$ cat src/rtl/key_conditioner_pkg.sv
// -----------------------------------------------------------------------------
// key_conditioner_pkg
// Shared definitions for the player-button conditioner:
//   - chan_state_e : per-channel FSM state encoding
//   - DEFAULT_DEBOUNCE_CYCLES / DEFAULT_COOLDOWN_CYCLES : parameter defaults
//   - CNT_W        : width of the per-channel debounce/cooldown counter
//   - sat_inc()    : saturating counter increment
// -----------------------------------------------------------------------------
package key_conditioner_pkg;

    typedef enum logic [2:0] {
        ST_IDLE  = 3'd0,  // released, waiting for a low level
        ST_DB_DN = 3'd1,  // qualifying a press
        ST_HELD  = 3'd2,  // press accepted, key still down
        ST_DB_UP = 3'd3,  // qualifying a release
        ST_COOL  = 3'd4   // post-release lockout, input ignored
    } chan_state_e;

    localparam int DEFAULT_DEBOUNCE_CYCLES = 20;
    localparam int DEFAULT_COOLDOWN_CYCLES = 40;
    localparam int CNT_W                   = 8;

    // Increment that sticks at all-ones instead of wrapping.
    function automatic logic [CNT_W-1:0] sat_inc(input logic [CNT_W-1:0] v);
        return (v == {CNT_W{1'b1}}) ? v : v + 1'b1;
    endfunction

endpackage

$ cat src/rtl/key_conditioner_chan.sv
// -----------------------------------------------------------------------------
// key_chan
// One button channel: two-flop synchronizer, debounce/cooldown FSM and its
// saturating counter. All outputs are registered.
// Ports:
//   clk       : system clock
//   rst       : asynchronous active-low reset
//   key_n_i   : raw asynchronous button, active-low
//   press_n_o : one-cycle strobe (low) in the cycle the channel enters HELD
//   level_n_o : debounced level, low in HELD and DB_UP
// -----------------------------------------------------------------------------
module key_chan
    import key_conditioner_pkg::*;
#(
    parameter int DEBOUNCE_CYCLES = DEFAULT_DEBOUNCE_CYCLES,
    parameter int COOLDOWN_CYCLES = DEFAULT_COOLDOWN_CYCLES
) (
    input  logic clk,
    input  logic rst,
    input  logic key_n_i,
    output logic press_n_o,
    output logic level_n_o
);

    localparam logic [CNT_W-1:0] DB_LIM = CNT_W'(DEBOUNCE_CYCLES);
    localparam logic [CNT_W-1:0] CD_LIM = CNT_W'(COOLDOWN_CYCLES);

    logic [1:0]       sync_q;
    logic             s;
    chan_state_e      state_q, state_d;
    logic [CNT_W-1:0] cnt_q, cnt_d;
    logic             press_q, press_d;
    logic             level_q, level_d;

    // Synchronized key level; every decision below uses only this.
    assign s = sync_q[1];

    always_comb begin
        state_d = state_q;
        cnt_d   = cnt_q;
        press_d = 1'b1;
        unique case (state_q)
            ST_IDLE: begin
                if (!s) begin
                    state_d = ST_DB_DN;
                    cnt_d   = CNT_W'(1);
                end
            end
            ST_DB_DN: begin
                if (s) begin
                    state_d = ST_IDLE;
                    cnt_d   = '0;
                end else if (cnt_q >= DB_LIM) begin
                    state_d = ST_HELD;
                    cnt_d   = '0;
                    press_d = 1'b0;   // the only place a strobe is generated
                end else begin
                    cnt_d = sat_inc(cnt_q);
                end
            end
            ST_HELD: begin
                if (s) begin
                    state_d = ST_DB_UP;
                    cnt_d   = CNT_W'(1);
                end
            end
            ST_DB_UP: begin
                if (!s) begin
                    // Release glitch: back to HELD without a new strobe.
                    state_d = ST_HELD;
                    cnt_d   = '0;
                end else if (cnt_q >= DB_LIM) begin
                    state_d = (COOLDOWN_CYCLES == 0) ? ST_IDLE : ST_COOL;
                    cnt_d   = '0;
                end else begin
                    cnt_d = sat_inc(cnt_q);
                end
            end
            ST_COOL: begin
                // Counter starts at 0 on entry; leave once it has reached the limit.
                if (cnt_q >= CD_LIM) begin
                    state_d = ST_IDLE;
                    cnt_d   = '0;
                end else begin
                    cnt_d = sat_inc(cnt_q);
                end
            end
            default: begin
                state_d = ST_IDLE;
                cnt_d   = '0;
            end
        endcase
        level_d = !((state_d == ST_HELD) || (state_d == ST_DB_UP));
    end

    always_ff @(posedge clk or negedge rst) begin
        if (!rst) begin
            sync_q  <= 2'b11;
            state_q <= ST_IDLE;
            cnt_q   <= '0;
            press_q <= 1'b1;
            level_q <= 1'b1;
        end else begin
            sync_q  <= {sync_q[0], key_n_i};
            state_q <= state_d;
            cnt_q   <= cnt_d;
            press_q <= press_d;
            level_q <= level_d;
        end
    end

    assign press_n_o = press_q;
    assign level_n_o = level_q;

endmodule

$ cat src/rtl/key_conditioner.sv
// -----------------------------------------------------------------------------
// key_conditioner
// Two-player button conditioner: one independent key_chan per player plus a
// coincidence flag.
// Ports:
//   clk      : system clock (100 Hz game clock)
//   rst      : asynchronous active-low reset
//   key_n    : raw buttons, active-low; bit0 player 1, bit1 player 2
//   press_n  : one-cycle hit strobes, active-low
//   level_n  : debounced levels, active-low
//   both_hit : high in a cycle where both strobes are low together
// -----------------------------------------------------------------------------
module key_conditioner
    import key_conditioner_pkg::*;
#(
    parameter int DEBOUNCE_CYCLES = DEFAULT_DEBOUNCE_CYCLES,
    parameter int COOLDOWN_CYCLES = DEFAULT_COOLDOWN_CYCLES
) (
    input  logic       clk,
    input  logic       rst,
    input  logic [1:0] key_n,
    output logic [1:0] press_n,
    output logic [1:0] level_n,
    output logic       both_hit
);

    genvar gi;
    generate
        for (gi = 0; gi < 2; gi++) begin : g_chan
            key_chan #(
                .DEBOUNCE_CYCLES (DEBOUNCE_CYCLES),
                .COOLDOWN_CYCLES (COOLDOWN_CYCLES)
            ) u_chan (
                .clk       (clk),
                .rst       (rst),
                .key_n_i   (key_n[gi]),
                .press_n_o (press_n[gi]),
                .level_n_o (level_n[gi])
            );
        end
    endgenerate

    // Strobes are registered, so this decode is glitch-free and clears
    // immediately with reset.
    assign both_hit = ~press_n[0] & ~press_n[1];

endmodule
$ cat config.mk
export PLATFORM = sky130hd
export DESIGN_NAME = key_conditioner
export DESIGN_NICKNAME = d
export VERILOG_FILES = /design/src/rtl/key_conditioner_pkg.sv /design/src/rtl/key_conditioner_chan.sv /design/src/rtl/key_conditioner.sv
export SDC_FILE = /design/constraint.sdc
export NUM_CORES = 1
export LEC_CHECK = 0
export BUFFER_PORTS_ARGS = -buffer_cell sky130_fd_sc_hd__buf_4
export CORE_ASPECT_RATIO = 1.25
export CORE_MARGIN = 2
export CORE_UTILIZATION = 24
export CTS_BUF_LIST = sky130_fd_sc_hd__clkbuf_4
export DETAILED_ROUTE_END_ITERATION = 10
export GPL_TIMING_DRIVEN = 0
export SLEW_MARGIN = 10
export SYNTH_ARGS = -nofsm -noshare
export SYNTH_HDL_FRONTEND = slang
export SYNTH_SLANG_ARGS = --single-unit
$ cat constraint.sdc
create_clock -name clk -period 1.55 [get_ports clk]
set_input_delay 0 -clock clk [delete_from_list [all_inputs] [get_ports clk]]
set_output_delay 0 -clock clk [all_outputs]
set_load 0.02 [all_outputs]
==> results.cfg, run 1 <==
[setup_path]
critPathKind = register to register
end_kind = register
r2r_cells = 5
crit_family = simple AND/OR/NAND/NOR gates
rr_endpoint = g_chan[1].u_chan.cnt_q[3]
slowest_stage = or4_4
cp-start-kind = register
critPathMaxStageDelay_ns = 0.49
crit_fanout = 4
worstPathRequired_ns = 1.85
worstPathCellList = ha_4 > nand4_1 > o21ai_2 > or4_4 > a21oi_2
worstPathArrival_ns = 1.86
path_buf_inv = 0
crit-reg2reg-launch = g_chan[1].u_chan.cnt_q[1]
r2r_setup_slack_ns = -0.01

[detailed_routing]
avgRoutedWirePerCell_um = 12.6
ant_nets = 0
vias_per_cell = 4.73
dr.pass1.iters = 4
drc = 0
routed_wl_um = 3380
vias = 1273
first_iter_violations = 74

[floorplanning]
start_util_pct = 25.1
die_height_um = 94.4
core_um2 = 6250
die_width_um = 76.3
die_area_um2 = 7200
pin_count = 9
num_rows = 32

[final_layout]
drive_gt1_share_pct = 44.0
nets = 191
design_area_um2 = 2100
diodes = 0
post-route-util_pct = 33.6
syn_to_final_growth_pct = 33.7
fillers = 647

[timing]
fin_crit_ns = 1.56
setup_viol = 1
max_freq_mhz = 640
slew_viol_final = 0
hold_viol = 0
hold_ws_ns = 0.0880
tightest_slew_ns = 0.383
rsz0062_at_grt = yes
maxSlewHeadroom_pct = 74.4
fin_skew_ns = 0.0258
setup_ws_ns = -0.0135
period_share_pct = 101

[logic_synthesis]
syn_nets = 155
synth_ff_type = dfrtp_1
syn_avg_cell_area_um2 = 10.7
synth_edf_count = 0
async_flop_share_pct = 100
ys_seq_area_share_pct = 48.5
syn_inst = 147
yosysWarnings = 0
synth_cell_types = 49
synth_area_um2 = 1570
ys_ff_latch = 30

[clocking]
cts.htree.levels = 2
clk_path_buf_depth = 2
cts_root_buf = clkbuf_4
clk_pin_slew_worst_paths_ns = 0.12
clkSinkCount = 30
worstSkewPairLatency_ns = 0.36
cts_tree = built
cts_buffers = 5

[global_route]
grt.total_usage_pct = 10.0
grt.overflow.total = 0
met1_usage_pct = 11.5
antenna_found_initial = 0
grt_pass1_vias = 1205
grt.met2_usage_pct = 17.1
grt_pass1_wl_um = 5610
use_met3_pct = 2.29
busiest_layer = met2
grt_max_degree = 31

[run]
drv_cap = 0

[pwr]
ir_drop_mv = 0.518
total_power_w = 0.00166
powerDensity_nw_per_um2 = 794
p_leak_nw = 0.872

[placement]
postPlaceCellArea_um2 = 1740
pre_cts_ws_ns = -0.159
globalplace.congestion = 0.749
post-dp-hpwl_um = 1950
portBuffers = 8

[hold_path]
hold_path.class = input pin to asynchronous set/reset pin

[run_status]
violations = negative setup slack
outcome = finished, violations left
-- metrics by stage --
step	std cells	setup TNS, ns
after floorplan	147	0
after global placement	240	-0.528
after detailed placement	240	-0.653
after CTS	263	-0.165
after global routing	269	-0.213
final	269	-0.0135
-- worst max-delay path by stage --
| stage | cells past startpoint | end | slack, ns | startpoint |
|---|---|---|---|---|
| 2_1_floorplan | 5 | g_chan[1].u_chan.cnt_q[3] | 0.002 | g_chan[1].u_chan.sync_q[1] |
| 3_3_place_gp | 5 | g_chan[1].u_chan.cnt_q[3] | -0.15 | g_chan[1].u_chan.cnt_q[0] |
| 3_5_place_dp | 5 | g_chan[1].u_chan.cnt_q[3] | -0.16 | g_chan[1].u_chan.cnt_q[0] |
| 4_1_cts | 4 | g_chan[1].u_chan.cnt_q[1] | -0.04 | g_chan[1].u_chan.state_q[1] |
| 5_1_grt | 5 | g_chan[1].u_chan.cnt_q[3] | -0.07 | g_chan[1].u_chan.cnt_q[1] |
| 6_report | 5 | g_chan[1].u_chan.cnt_q[3] | -0.01 | g_chan[1].u_chan.cnt_q[1] |
-- cells in the mapped netlist (all sizes together) (3+ instances only) --
cell / number / area (um2)
a311o: 3 / 30.0
nor2: 8 / 30.0
nand4: 4 / 25.0
and2: 3 / 21.3
dfstp: 8 / 210
buf: 8 / 55.1
a21oi: 7 / 35.0
inv: 7 / 26.3
nor3: 7 / 51.3
nand3: 8 / 40.0
a211oi: 4 / 35.0
and3: 4 / 25.0
o21ai: 9 / 45.0
dfrtp: 22 / 551
xor2: 3 / 33.8
ha: 4 / 50.1
nand2: 8 / 30.0
-- routing by layer --
layer  vias up  wire length (um)  part of all wire (%)
met5         -                 0                     0
met3         8               117                   3.5
met1       625              1520                    45
met2        25              1660                    49
met4         0                88                   2.6
li1        615                 -                     -
-- worst reg2reg max path, stage by stage (launching register included) --
cell and delay, ns:
dfrtp_1 0.44, ha_4 0.18, nand4_1 0.13, o21ai_2 0.11, or4_4 0.49, a21oi_2 0.15
-- power breakdown --
part	switching [W]	internal, W
logic	0.0000989	0.0000885
clock network	0.000294	0.000353
registers	0.0000211	0.000808
total	0.000414	0.00125
-- final cells by class --
| class | instances | area, um2 | share of cell area [%] |
|---|---|---|---|
| Timing Repair Buffer | 32 | 251 | 12.0 |
| Clock buffer | 6 | 45.0 | 2.15 |
| Buffer | 5 | 37.5 | 1.79 |
| Inverter | 7 | 26.3 | 1.25 |
| Clock inverter | 2 | 33.8 | 1.61 |
| Multi-Input combinational cell | 102 | 828 | 39.5 |
| Sequential cell | 30 | 767 | 36.6 |
| Tap cell | 85 | 106 | 5.07 |
-- state kept, by name, summed over array words and instances (netlist names) --
register                 flops
g_chan.u_chan.cnt_q         16
g_chan.u_chan.state_q        6
g_chan.u_chan.sync_q         4
g_chan.u_chan.level_n_o      2
g_chan.u_chan.press_n_o      2
-- logic make-up (layout without fill, tap and decap cells) --
kind of cell | after synthesis | after routing | share of synthesized area [%]
AO/OA/AOI/OAI | 39 | 39 | 19.2
flip-flops | 30 | 30 | 48.5
multiplexers | 1 | 1 | 0.638
AND/OR/NAND/NOR | 54 | 54 | 20.1
buffers and inverters | 15 | 52 | 5.19
XOR/XNOR | 4 | 4 | 3.19
adder cells (fa/ha/maj) | 4 | 4 | 3.19
-- placed cells by master (no fill, tap or decap), drive strengths merged, types with 2 or more instances in the layout --
master | Yosys | layout
a211oi | 4 | 4
a21oi | 7 | 7
a311o | 3 | 3
a311oi | 2 | 2
and2 | 3 | 3
and3 | 4 | 4
and4 | 2 | 2
buf | 8 | 34
clkbuf | 0 | 6
dfrtp | 22 | 22
dfstp | 8 | 8
dlygate4sd3 | 0 | 3
ha | 4 | 4
inv | 7 | 7
nand2 | 8 | 8
nand3 | 8 | 8
nand4 | 4 | 4
nor2 | 8 | 8
nor2b | 2 | 2
nor3 | 7 | 7
o21a | 2 | 2
o21ai | 9 | 9
o22ai | 2 | 2
o2bb2a | 2 | 2
or3 | 2 | 2
or4 | 2 | 2
xor2 | 3 | 3
-- what timing repair did --
item,CTS,global route
hold buffers,3,0
pin swaps,8,14
setup buffers,14,7
resized for setup,15,13
endpoints found under the hold margin,32,0
setup endpoints to repair,11,13
No activity file was read; power rests on OpenSTA's default activity.
==> run 2: changes to the inputs <==
--- a/config.mk
+++ b/config.mk
@@ -5,7 +5,7 @@
 export SDC_FILE = /design/constraint.sdc
 export NUM_CORES = 1
 export LEC_CHECK = 0
-export BUFFER_PORTS_ARGS = -buffer_cell sky130_fd_sc_hd__buf_4
+export BUFFER_PORTS_ARGS = -buffer_cell sky130_fd_sc_hd__buf_2
 export CORE_ASPECT_RATIO = 1.25
 export CORE_MARGIN = 2
 export CORE_UTILIZATION = 24
==> run 2 against run 1 <==
  * The flow still finishes with violations (negative setup slack)
  * Register-to-register slack about the same
  * Fmax down 0.39%
  * Hold slack better by 0.12 ns
  * Die area unchanged
==> results.cfg, run 2 (same netlist as run 1, synthesis figures left out) <==
[run_status]
outcome = finished, violations left
violations = negative setup slack

[final_layout]
final_cell_mix = buf_4 (25), dfrtp_1 (17), dfstp_2 (8), buf_2 (8)
largest-register = g_chan.u_chan.cnt_q
syn_to_final_growth_pct = 33.5
final_common_cell = buf_4
nets = 191
drive_gt1_share_pct = 45.7
largest_reg_flops = 16
reg.largest.list = g_chan.u_chan.cnt_q: 16 flops, g_chan.u_chan.state_q: 6 flops, g_chan.u_chan.sync_q: 4 flops
design_area_um2 = 2090
diodes = 0

[detailed_routing]
vias_per_cell = 4.71
vias = 1267
dr.pass1.iters = 4
first_iter_violations = 75
drc = 0
ant_nets = 0
routed_wl_um = 3410
avgRoutedWirePerCell_um = 12.7

[timing]
fin_skew_ns = 0.0148
period_share_pct = 101
max_freq_mhz = 637
fin_crit_ns = 1.57
setup_viol = 4
setup_ws_ns = -0.0196
hold_viol = 0
rsz0062_at_grt = yes
tightest_slew_ns = 0.669
maxSlewHeadroom_pct = 55.4
slew_viol_final = 0

[clocking]
clk_path_buf_depth = 2
clk_pin_slew_worst_paths_ns = 0.11
cts_buffers = 5
cts_root_buf = clkbuf_4
cts_tree = built
worstSkewPairLatency_ns = 0.34
clkSinkCount = 30
cts.htree.levels = 2

[floorplanning]
die_width_um = 76.3
die_area_um2 = 7200
die_height_um = 94.4
pin_count = 9
start_util_pct = 25.1
core_um2 = 6250
num_rows = 32

[setup_path]
cp-start-kind = register
r2r_cells = 4
r2r_setup_slack_ns = -0.02
worstPathRequired_ns = 1.82
crit_fanout = 6
rr_endpoint = g_chan[1].u_chan.cnt_q[5]
worstPathArrival_ns = 1.84
end_kind = register
critPathKind = register to register
crit-reg2reg-launch = g_chan[1].u_chan.sync_q[1]

[global_route]
grt_pass1_wl_um = 5860
grt.overflow.total = 0
grt_pass1_vias = 1234
grt.total_usage_pct = 10.4
grt_max_degree = 31
antenna_found_initial = 0

[placement]
postPlaceCellArea_um2 = 1720
post-dp-hpwl_um = 2040
portBuffers = 8
globalplace.congestion = 0.774

[pwr]
ir_drop_mv = 0.385
p_leak_nw = 0.866
total_power_w = 0.00165
powerDensity_nw_per_um2 = 789

[run]
drv_cap = 0

[hold_path]
hold_path.class = input pin to asynchronous set/reset pin
==> run 2: where the power goes <==
part	leakage (nW)	internal (W)	switching, W
clock	0.0450	0.000334	0.000294
combinational	0.447	0.0000918	0.000101
sequential	0.374	0.000808	0.0000217
==> run 2: routing by layer <==
metal,part of all wire [%],vias up,GRT usage (%)
met3,3.4,8,3.44
met1,42,629,11.4
li1,-,612,-
met4,2.4,0,5.00
met5,0,-,0
met2,52,18,18.3
==> run 2: worst max-delay path by stage <==
stage	depth (start not counted)	slack (ns)	end	startpoint
after floorplan	5	0.002	g_chan[1].u_chan.cnt_q[3]	g_chan[1].u_chan.sync_q[1]
after global placement	5	-0.15	g_chan[1].u_chan.cnt_q[3]	g_chan[1].u_chan.cnt_q[0]
after detailed placement	5	-0.17	g_chan[1].u_chan.cnt_q[3]	g_chan[1].u_chan.cnt_q[0]
after CTS	4	-0.06	g_chan[1].u_chan.cnt_q[4]	g_chan[1].u_chan.state_q[1]
after global routing	4	-0.11	g_chan[1].u_chan.cnt_q[4]	g_chan[1].u_chan.state_q[1]
final	4	-0.02	g_chan[1].u_chan.cnt_q[5]	g_chan[1].u_chan.sync_q[1]
==> run 2: what timing repair did <==
item	4_1_cts	5_1_grt
pin swaps	9	13
gates resized for setup	19	12
hold endpoints to repair	24	0
hold buffers	3	0
endpoints found under the setup margin	10	14
buffers inserted	12	9
gates cloned	0	0
==> run 2: area by class of cell <==
class	instances	area, um2
buffer	5	37.5
inverter	7	26.3
clock inverter	3	40.0
clock buffer	5	37.5
timing repair buffer	32	231
fill	666	4150
sequential	30	767
tap	85	106
multi-input combinational	102	847
==> run 2: worst max-delay path, cell delays in order (launching register included) <==
cell and delay (ns):
dfstp_2 0.60, xor2_4 0.10, and2_4 0.16, or4_4 0.51, a21oi_2 0.13
==> run 2: through the flow <==
| step | std cells | utilization (%) | setup WS [ns] | hold slack, ns | TNS (ns) |
|---|---|---|---|---|---|
| after floorplan | 147 | - | 0.00197 | -0.296 | 0 |
| after global placement | 240 | 27.5 | -0.150 | 0.0713 | -0.527 |
| after detailed placement | 240 | 27.5 | -0.173 | 0.0852 | -0.728 |
| after CTS | 261 | 31.7 | -0.0632 | 0.245 | -0.343 |
| after global routing | 269 | 33.5 | -0.106 | 0.271 | -0.526 |
| final | 269 | 33.5 | -0.0196 | 0.209 | -0.0521 |
==> run 3: changes to the inputs <==
--- a/config.mk
+++ b/config.mk
@@ -7,11 +7,11 @@
 export LEC_CHECK = 0
 export BUFFER_PORTS_ARGS = -buffer_cell sky130_fd_sc_hd__buf_2
 export CORE_ASPECT_RATIO = 1.25
-export CORE_MARGIN = 2
 export CORE_UTILIZATION = 24
 export CTS_BUF_LIST = sky130_fd_sc_hd__clkbuf_4
 export DETAILED_ROUTE_END_ITERATION = 10
 export GPL_TIMING_DRIVEN = 0
+export REMOVE_ABC_BUFFERS = 1
 export SLEW_MARGIN = 10
 export SYNTH_ARGS = -nofsm -noshare
 export SYNTH_HDL_FRONTEND = slang
==> run 3 against run 2 <==
  * The flow still finishes with violations (negative setup slack)
  * Fmax about the same
  * Clock power down 27%
  * First-iteration DRC count down 80%
  * Hold slack better by 0.0061 ns
  * Power down 11%
  * Critical path depth unchanged
  * Flip-flop and latch count unchanged
  * Non-clock buffer count down 4
  * Via count down 1.9%
  * Die area down 4.7%
  * Critical path type unchanged
  * Highest routed layer unchanged
==> results.cfg, run 3 (same netlist as run 1, synthesis figures left out) <==
[run_status]
outcome = finished, violations left
violations = negative setup slack

[pwr]
powerDensity_nw_per_um2 = 714
p_leak_nw = 0.836
intPower_w = 0.00108
power.share.clock_pct = 31.2
ir_drop_mv = 0.461
seqPwrFrac_pct = 57.0
switching_share_pct = 26.3
combPwrFrac_pct = 11.9
p_sw_w = 0.000386

[global_route]
grt_max_degree = 31
grt.overflow.total = 0
grt_pass1_vias = 1175
antenna_found_initial = 0
grt_pass1_wl_um = 5450
grt.total_usage_pct = 10.1

[detailed_routing]
dr.pass1.iters = 4
avgRoutedWirePerCell_um = 11.6
vias_per_cell = 4.69
first_iter_violations = 15
vias = 1243
routed_wl_um = 3070
ant_nets = 0
drc = 0

[placement]
globalplace.congestion = 0.748
portBuffers = 8
post-dp-hpwl_um = 1970
postPlaceCellArea_um2 = 1660

[clocking]
cts_tree = built
clk_pin_slew_worst_paths_ns = 0.11
cts.htree.levels = 2
cts_buffers = 5
clkSinkCount = 30
worstSkewPairLatency_ns = 0.33
cts_root_buf = clkbuf_4
clk_path_buf_depth = 2

[timing]
hold_viol = 0
tightest_slew_ns = 0.647
fin_crit_ns = 1.57
fin_skew_ns = 0.0160
slew_viol_final = 0
setup_ws_ns = -0.0183
rsz0062_at_grt = yes
setup_viol = 1
max_freq_mhz = 638
period_share_pct = 101
maxSlewHeadroom_pct = 56.9

[setup_path]
rr_endpoint = g_chan[1].u_chan.cnt_q[5]
slowest_stage = dfstp_2
worstPathCellList = xor2_4 > and2_4 > or4_4 > a21oi_2
crit_end = g_chan[1].u_chan.cnt_q[5]
cp-start-kind = register
r2r_setup_slack_ns = -0.02
worstPathRequired_ns = 1.80
worstPathArrival_ns = 1.82
crit_fanout = 6
critPathKind = register to register
critPathMaxStageDelay_ns = 0.59
r2r_cells = 4
crit-reg2reg-launch = g_chan[1].u_chan.sync_q[1]
end_kind = register
crit_start = g_chan[1].u_chan.sync_q[1]

[final_layout]
syn_to_final_growth_pct = 31.0
reg.largest.list = g_chan.u_chan.cnt_q: 16 flops, g_chan.u_chan.state_q: 6 flops, g_chan.u_chan.sync_q: 4 flops
design_area_um2 = 2050
final_common_cell = buf_4
nets = 187
final_cell_mix = buf_4 (18), dfrtp_1 (16), dfstp_2 (8), buf_2 (8)
fillers = 656
largest-register = g_chan.u_chan.cnt_q
post-route-util_pct = 32.9
diodes = 0
multi_input_area_um2 = 848
drive_gt1_share_pct = 46.1
largest_reg_flops = 16
seq_area_um2 = 768

[floorplanning]
pin_count = 9
core_um2 = 6250
die_width_um = 74.3
num_rows = 32
die_area_um2 = 6860
start_util_pct = 25.1
die_height_um = 92.4

[hold_path]
hold_path.class = input pin to asynchronous set/reset pin

[run]
drv_cap = 0
## run 3: stage by stage
step           TNS [ns]  total power, W  instances  hold slack, ns  setup slack (ns)
3_5_place_dp     -0.531        0.000965        232          0.0723            -0.152
6_report        -0.0183         0.00147        265           0.216           -0.0183
3_3_place_gp     -0.444        0.000962        232          0.0661            -0.152
5_1_grt          -0.510         0.00154        265           0.265           -0.0841
2_1_floorplan         0        0.000923        139          -0.296            0.0249
4_1_cts          -0.204         0.00146        251           0.224           -0.0490
## run 3: worst min path at each step
stage / startpoint / endpoint / slack (ns) / cells after the start
2_1_floorplan: rst / g_chan[0].u_chan.cnt_q[0] / -0.30 / 0
3_3_place_gp: rst / g_chan[0].u_chan.state_q[1] / 0.07 / 1
3_5_place_dp: rst / g_chan[0].u_chan.state_q[2] / 0.07 / 1
4_1_cts: rst / g_chan[0].u_chan.cnt_q[0] / 0.22 / 2
5_1_grt: rst / g_chan[0].u_chan.cnt_q[0] / 0.26 / 2
6_report: rst / g_chan[0].u_chan.cnt_q[0] / 0.22 / 2
## run 3: worst max-delay path: cells and delay by family (launching register included)
| family | cells | cell delay, ns |
|---|---|---|
| AOI/OAI and AO/OA | 1 | 0.12 |
| xor gates and xnor gates | 1 | 0.10 |
| DFF | 1 | 0.59 |
| and+or+nand+nor | 2 | 0.68 |
## run 3: layout make-up
type | count | share of cell area (%)
Clock buffer | 6 | 2.19
Clock inverter | 2 | 0.427
Sequential cell | 30 | 37.4
Multi-Input combinational cell | 102 | 41.3
Timing Repair Buffer | 33 | 12.2
Tap cell | 85 | 5.18
Inverter | 7 | 1.28
## run 3: repair_timing
item / CTS / global route
setup endpoints to repair: 10 / 12
hold buffers: 3 / 0
gates resized for setup: 14 / 25
setup buffers: 8 / 14
endpoints found under the hold margin: 24 / 0
pin swaps: 10 / 10
## run 3: power by group through the flow
stage	combinational (W)	sequential [W]	clock, W
6_report	0.000174	0.000835	0.000457
5_1_grt	0.000198	0.000839	0.000507
4_1_cts	0.000142	0.000835	0.000488
3_5_place_dp	0.000114	0.000851	0
3_3_place_gp	0.000110	0.000852	0
2_1_floorplan	0.0000784	0.000845	0
## run 3: metal layers
| metal | global-route usage, % | vias up | wire length [um] |
|---|---|---|---|
| li1 | - | 609 | - |
| met1 | 12.6 | 608 | 1360 |
| met2 | 16.9 | 20 | 1580 |
| met3 | 2.29 | 6 | 76 |
| met4 | 3.77 | 0 | 53 |
| met5 | 0 | - | 0 |
